[config.mk]
export PLATFORM = sky130hd
export DESIGN_NAME = button_debouncer
export DESIGN_NICKNAME = d
export VERILOG_FILES = /design/src/rtl/gpu_io_pkg.sv /design/src/rtl/debounce_channel.sv /design/src/rtl/button_debouncer.sv
export SDC_FILE = /design/constraint.sdc
export NUM_CORES = 1
export LEC_CHECK = 0
export CAP_MARGIN = 20
export CORE_MARGIN = 4
export CORE_UTILIZATION = 55
export CTS_BUF_LIST = sky130_fd_sc_hd__clkbuf_16
export DETAILED_ROUTE_END_ITERATION = 10
export PLACE_DENSITY = 0.73
export RECOVER_POWER = 100
export SETUP_SLACK_MARGIN = 0.2
export SLEW_MARGIN = 20
export SYNTH_ARGS = -nofsm -noshare
export SYNTH_HDL_FRONTEND = slang
export SYNTH_HIERARCHICAL = 1
export SYNTH_SLANG_ARGS = --single-unit
[constraint.sdc]
create_clock -name clk -period 2.8 [get_ports clk]
set_input_delay 0.28 -clock clk [delete_from_list [all_inputs] [get_ports clk]]
set_output_delay 0.28 -clock clk [all_outputs]
set_load 0.02 [all_outputs]
[src/rtl/gpu_io_pkg.sv]
// Shared constants and helpers for the GPU board I/O blocks.
// Timing is expressed in microseconds here and converted to clock cycles at elaboration.
package gpu_io_pkg;

    localparam int unsigned CLK_HZ      = 100_000_000;
    localparam int unsigned DEBOUNCE_US = 10_000;

    function automatic int unsigned us_to_cycles(input int unsigned us);
        return (CLK_HZ / 1_000_000) * us;
    endfunction

    // Counter width that can hold 0 .. cycles-1, never narrower than one bit.
    function automatic int unsigned cnt_width(input int unsigned cycles);
        return (cycles <= 1) ? 1 : $clog2(cycles);
    endfunction

endpackage

[src/rtl/debounce_channel.sv]
// One debounced input bit: synchronizer chain, stability counter, state register
// and registered press/release strobes.
module debounce_channel
    import gpu_io_pkg::*;
#(
    parameter int unsigned STABLE_CYCLES = 8,
    parameter int unsigned SYNC_STAGES   = 2
) (
    input  logic clk,
    input  logic rst,
    input  logic din_i,
    output logic state_o,
    output logic press_o,
    output logic release_o
);

    localparam int unsigned     CNT_W = cnt_width(STABLE_CYCLES);
    localparam logic [CNT_W-1:0] LIMIT = CNT_W'(STABLE_CYCLES - 1);

    logic [SYNC_STAGES-1:0] sync_q, sync_d;
    logic [CNT_W-1:0]       cnt_q, cnt_d;
    logic                   state_q, state_d;
    logic                   press_q, press_d;
    logic                   release_q, release_d;
    logic                   sync;

    assign sync_d = {sync_q[SYNC_STAGES-2:0], din_i};
    assign sync   = sync_q[SYNC_STAGES-1];

    always_comb begin
        // NOTE: every output gets a default first so no path leaves a latch behind.
        cnt_d     = '0;
        state_d   = state_q;
        press_d   = 1'b0;
        release_d = 1'b0;
        if (sync != state_q) begin
            if (cnt_q == LIMIT) begin
                state_d   = sync;
                press_d   = sync;
                release_d = ~sync;
            end else begin
                cnt_d = cnt_q + 1'b1;
            end
        end
    end

    always_ff @(posedge clk) begin
        // NOTE: non-blocking assignments keep every flop sampling pre-edge values.
        if (rst) begin
            sync_q    <= '0;
            cnt_q     <= '0;
            state_q   <= 1'b0;
            press_q   <= 1'b0;
            release_q <= 1'b0;
        end else begin
            sync_q    <= sync_d;
            cnt_q     <= cnt_d;
            state_q   <= state_d;
            press_q   <= press_d;
            release_q <= release_d;
        end
    end

    assign state_o   = state_q;
    assign press_o   = press_q;
    assign release_o = release_q;

endmodule

[src/rtl/button_debouncer.sv]
// Turns raw push-button/switch pins into clean synchronous levels and one-cycle
// press/release strobes; one independent debounce_channel per pin.
module button_debouncer
    import gpu_io_pkg::*;
#(
    parameter int unsigned N_BTN         = 4,
    parameter int unsigned STABLE_CYCLES = us_to_cycles(DEBOUNCE_US),
    parameter int unsigned SYNC_STAGES   = 2,
    parameter bit          ACTIVE_LOW    = 1'b0
) (
    input  logic             clk,
    input  logic             rst,
    input  logic [N_BTN-1:0] btn_raw,
    output logic [N_BTN-1:0] btn_state,
    output logic [N_BTN-1:0] btn_press,
    output logic [N_BTN-1:0] btn_release
);

    // Downstream logic always sees 1 = pressed, whatever the pin polarity.
    logic [N_BTN-1:0] btn_logical;
    assign btn_logical = btn_raw ^ {N_BTN{ACTIVE_LOW}};

    for (genvar i = 0; i < N_BTN; i++) begin : g_chan
        debounce_channel #(
            .STABLE_CYCLES(STABLE_CYCLES),
            .SYNC_STAGES  (SYNC_STAGES)
        ) u_chan (
            .clk      (clk),
            .rst      (rst),
            .din_i    (btn_logical[i]),
            .state_o  (btn_state[i]),
            .press_o  (btn_press[i]),
            .release_o(btn_release[i])
        );
    end

endmodule

==> run summary <==
Outcome = completed
First-pass iteration count of the detailed router = 4
Design Power = 2670 uW
Die Wd = 96.4 um
Yosys cell types = 27
Number of synthesized register bits = 100
Gpl congestion = 0.825
Worst VDD drop = 0.418 mV
Post-Syn Nets = 494
Drt total wl = 7.97 mm
CP Max Fanout = 20
IO Count = 18
DP HPWL = 5.51 mm
First-pass GRT wire length = 13.8 mm
Area of the die = 9290 um2
Synth warn = 6
CP Class = input pin to flip-flop
Actual slew at the worst max-slew pin = 857 ps
Crit path cell chain = dlygate4sd3_1 -> clkbuf_1 -> nor2_1 -> o21ai_0 -> clkbuf_1 -> nor2_1
Per-cell routed wire length = 13.0 um
Area growth syn-to-layout = 13.1%
CP bufs+invs = 3
H-tree Lvls = 3
Worst setup EP type = flip-flop
CTS max path bufs = 2
Dominant cell type by area after synthesis = dfxtp_1
Worst Path Arrival = 2540 ps
Antenna violations before repair = 0
Reg2reg path depth = 5
Reg2reg end = g_chan[2].u_chan/cnt_q[11]$_SDFF_PP0_
Post-Route Skew = 9.36 ps
Vias in the first global route = 3236
Share of the synthesized area in the top cell type = 46.6%
Worst Path Required = 2990 ps
Hold endpoint = g_chan[1].u_chan/sync_q[1]$_SDFF_PP0_
Sw frac = 20.3%
Post-CTS Resized = 0
CP max stage cell = clkbuf_1
Sink Count = 100
Detailed Route Iter0 Violations = 80
Pleak = 0.00150 uW
Max Transition Viols Final = 0
Vias post-DR = 3398
Clock slew at reported path FFs = 70 ps
Root buffer cell = clkbuf_16
Final setup TNS = 0 ps
Ys async rst share = 0%
Hold path startpoint = g_chan[1].u_chan/sync_q[0]$_SDFF_PP0_
Fmax achieved = 426 MHz
Ys flop type = dfxtp_1
Synth Area per Inst = 8.87 um2
Core Region = 7410 um2
Final Util = 65.5%
Cell count after synthesis = 484
Die Y = 96.4 um
Net Switching = 543 uW
Share of post-route cells with drive strength above 1 = 4.10%
Slowest Stage Delay on Critical Path = 670 ps
GRT Util Overall = 18.7%
Detail Route Antenna Nets = 0
Clock power frac = 45.1%
Max Cap Violations = 0
CTS tree = yes
Global route total overflow = 0
Worst slew margin = 42.9%
Initial core utilization = 58.0%
Final count of hold timing violations = 0
Top cells by area, synth = dfxtp_1 47%, xnor2_1 7.3%, nor2_1 5.2%
Period utilization = 83.8%
Post-synthesis sequential area ratio = 46.6%
Sequential group share of total power = 53.6%
Setup Fix Bufs, Post-CTS = 0
Cell Pwr Density = 550 nW/um2
Final Setup Violations = 0
R2r startpoint = g_chan[2].u_chan/cnt_q[7]$_SDFF_PP0_
Worst reg-to-reg setup slack = 500 ps
Hold_buf cts = 0
Remaining design rule violation count = 0
IO buf count = 17
Hold path cells = 1
Number of synthesized flops with an enable pin = 0
RSZ-0062 raised after global routing = false
Int Power = 2130 uW
TritonCTS Buffers = 9
Gate power share = 1.2%
Number of cell rows = 31
Netlist Area Pre-Place = 4290 um2
Delay-heaviest family, CP = buffers and inverters
Nets@finish = 517
Worst-Skew Late Latency = 340 ps
ANT cells = 0
Hold Path Class = flip-flop to flip-flop
Crit start category = input pin
Final Critical Period = 2350 ps
Via/cell ratio = 5.56
Largest net degree at the start of global routing = 21
## sequential cells by signal (all words and copies together) (netlist names)
name / flops
g_chan.u_chan/state_o: 4
g_chan.u_chan/press_o: 4
g_chan.u_chan/release_o: 4
g_chan.u_chan/sync_q: 8
g_chan.u_chan/cnt_q: 80
## worst max path at each step
stage | start | endpoint | slack, ps | cells past startpoint
2_1_floorplan | g_chan[0].u_chan/cnt_q[0]$_SDFF_PP0_ | g_chan[0].u_chan/cnt_q[18]$_SDFF_PP0_ | 840 | 6
3_3_place_gp | g_chan[2].u_chan/cnt_q[0]$_SDFF_PP0_ | g_chan[2].u_chan/cnt_q[18]$_SDFF_PP0_ | 750 | 5
3_5_place_dp | g_chan[2].u_chan/cnt_q[0]$_SDFF_PP0_ | g_chan[2].u_chan/cnt_q[18]$_SDFF_PP0_ | 680 | 5
4_1_cts | g_chan[1].u_chan/cnt_q[0]$_SDFF_PP0_ | g_chan[1].u_chan/cnt_q[18]$_SDFF_PP0_ | 640 | 5
5_1_grt | g_chan[2].u_chan/cnt_q[7]$_SDFF_PP0_ | g_chan[2].u_chan/cnt_q[17]$_SDFF_PP0_ | 220 | 5
6_report | rst | g_chan[3].u_chan/cnt_q[2]$_SDFF_PP0_ | 450 | 6
## layout make-up
type	count	area (um2)
clock inverter	7	66.3
clock buffer	9	225
tap	99	124
inverter	16	60.1
sequential	100	2000
timing repair buffer	24	196
fill	643	2550
multi-input combinational	356	2180
## layer usage
| metal | vias up | wire (um) | share of wire, % | track usage, % |
|---|---|---|---|---|
| li1 | 1763 | - | - | - |
| met1 | 1596 | 3740 | 47 | 22.0 |
| met2 | 32 | 3900 | 49 | 32.9 |
| met3 | 7 | 247 | 3.1 | 5.08 |
| met4 | 0 | 82 | 1.0 | 5.49 |
| met5 | - | 0 | 0 | 0 |
## stage by stage
step,instances,hold WS [ps],setup slack [ps],cell area [um2]
finish,611,432,454,4860
detailed placement,595,426,684,4590
global route,611,450,216,4860
floorplan,484,349,837,4290
global placement,595,426,751,4590
CTS,611,437,642,4880
## Yosys cell counts, types with 20 or more instances
master,number
nor2_1,60
or3_1,20
dfxtp_1,100
nand2_1,28
o21ai_0,24
a21oi_1,28
nand3_1,24
xnor2_1,36
## worst register-to-register path: stages (launching register included)
cell      delay, ps
dfxtp_1         360
nor4b_1         430
nand4b_1        190
o21ai_1         660
clkbuf_1        430
nor2_1          100
## kinds of logic (layout without fill, tap and decap cells)
group	count (synthesis)	after routing	synth area share, %
simple gates	240	240	31.6
flops	100	100	46.6
buf+inv	28	56	2.56
xor+xnor	52	52	10.6
fa+ha+maj	4	4	1.17
compound gates	60	60	7.46
## power groups by stage
stage | combinational, uW | clock [uW] | sequential (uW)
2_1_floorplan | 16.9 | 0 | 1460
3_3_place_gp | 35.3 | 0 | 1470
3_5_place_dp | 36.0 | 0 | 1470
4_1_cts | 36.0 | 1240 | 1430
5_1_grt | 36.6 | 1300 | 1430
6_report | 32.6 | 1210 | 1430
## placed cells by master, fill, tap and decap left out, drive strengths merged
master,synthesis,routed
a21oi,28,28
and3,12,12
and4,4,4
bufinv,0,1
clkbuf,8,16
clkdlybuf4s50,0,4
clkinv,0,4
clkinvlp,0,1
dfxtp,100,100
dlygate4sd3,0,13
ha,4,4
inv,16,17
nand2,28,28
nand2b,4,4
nand3,24,24
nand4,20,20
nand4b,4,4
nor2,60,60
nor2b,12,12
nor3,16,16
nor3b,4,4
nor4,4,4
nor4b,8,8
o21ai,24,24
o31ai,8,8
or2,4,4
or3,20,20
or4,16,16
xnor2,36,36
xor2,16,16
Power figures use the tool's default switching activity.
==> variant, RTL diff (same flow settings) <==
`N_BTN`: 4 -> 5.
--- a/src/rtl/button_debouncer.sv
+++ b/src/rtl/button_debouncer.sv
@@ -4,5 +4,5 @@
     import gpu_io_pkg::*;
 #(
-    parameter int unsigned N_BTN         = 4,
+    parameter int unsigned N_BTN         = 5,
     parameter int unsigned STABLE_CYCLES = us_to_cycles(DEBOUNCE_US),
     parameter int unsigned SYNC_STAGES   = 2,
Interface: changed (resized btn_press, btn_raw, btn_release and btn_state); port bits go from 18 to 22. The function was not compared with the original's and may differ.
==> variant against the unedited design <==
Design area rose by 30%. Final cell count increased by 28%. Die area rose by 23%. Setup slack gained 0.074 ns. Sequential cell count rose by 25. Total power grew 51%. Wire length grew 30%. Clock skew about the same. Synthesized cell count up 25%. Synthesized area grew 25%. Critical endpoint is now g_chan[4].u_chan/cnt_q[2].
==> variant: results (changes against the unedited design) <==
Port Buffers=21 (+4); DRT Pass-1 Iters=7 (+3); DR vias=4310 (+27%); CTS buffer count=17 (+8); vias in the first global route=4149 (+28%); Mapped Avg Cell Area=8.87 um^2 (about the same); worst skew pair latency=0.41 ns (+0.07 ns); Synthesized Nets=617 (+25%); worst slew pin tran=0.900 ns (+0.0436 ns); CP peak stage delay=0.75 ns (+0.08 ns); share of cells above drive strength 1=6.29% (+2.2 points); total track usage=19.7% (+1.0 points); CP delay by family, top=compound AO/OA/AOI/OAI gates; Clock Skews=0.00899 ns (-0.000370 ns); top flop regs=g_chan.u_chan/cnt_q x100, g_chan.u_chan/sync_q x10; LEAKAGE=1.97 nW (+31%); global placement routability congestion=0.831 (+0.74%); hold path depth=2 (+1); Achievable Freq=440 MHz (+3.3%); status=finished, final reports clean; placed cells=749 (+26%); nets=651 (+26%); Hold WC Path Type=input pin to flip-flop; CP Max Fanout=13 (-35%); crit path DAT=2.57 ns (+0.03 ns); Max VDD drop=0.000450 V (+7.7%); placed cell area=5740 um^2 (+25%)
## variant: worst register-to-register path, cell delays in order (launching register included)
cell and delay (ns):
dfxtp_1 0.35, nor4b_1 0.46, nand4b_1 0.19, o21ai_0 0.75
buf_4 0.33, nor2_1 0.08
## variant: kinds of logic after synthesis
| group | after synthesis | share of synthesized area [%] |
|---|---|---|
| compound gates | 75 | 7.46 |
| xor+xnor | 65 | 10.6 |
| fa+ha+maj | 5 | 1.17 |
| buf+inv | 35 | 2.56 |
| flops | 125 | 46.6 |
| simple gates | 300 | 31.6 |
## variant: area by class of cell
type / count / area (um^2) / share of cell area [%]
sequential: 125 / 2500 / 39.7
tap: 129 / 161 / 2.56
clock inverter: 15 / 171 / 2.72
multi-input combinational: 445 / 2710 / 43.1
timing repair buffer: 30 / 251 / 3.99
inverter: 20 / 75.1 / 1.19
clock buffer: 17 / 425 / 6.75
## variant: path summary, 6_finish.rpt
path,startpoint,to,slack [ns]
max reg2reg,g_chan[4].u_chan/cnt_q[13],g_chan[4].u_chan/cnt_q[2],0.53
max,g_chan[4].u_chan/cnt_q[13],g_chan[4].u_chan/cnt_q[2],0.53
min reg2reg,g_chan[4].u_chan/sync_q[0],g_chan[4].u_chan/sync_q[1],0.44
min,btn_raw[2],g_chan[2].u_chan/sync_q[0],0.43
## variant: routing by layer
layer	wire, um	up-vias	track usage (%)	part of all wire (%)
li1	-	2208	-	-
met3	473	16	5.00	4.6
met1	4830	2009	24.9	47
met5	0	-	0	0
met4	107	0	7.03	1.0
met2	4960	77	32.5	48
## variant: where the power goes
group	internal [mW]	switching, mW
logic	0.0169	0.0241
clock network	1.39	0.797
registers	1.79	0.00625
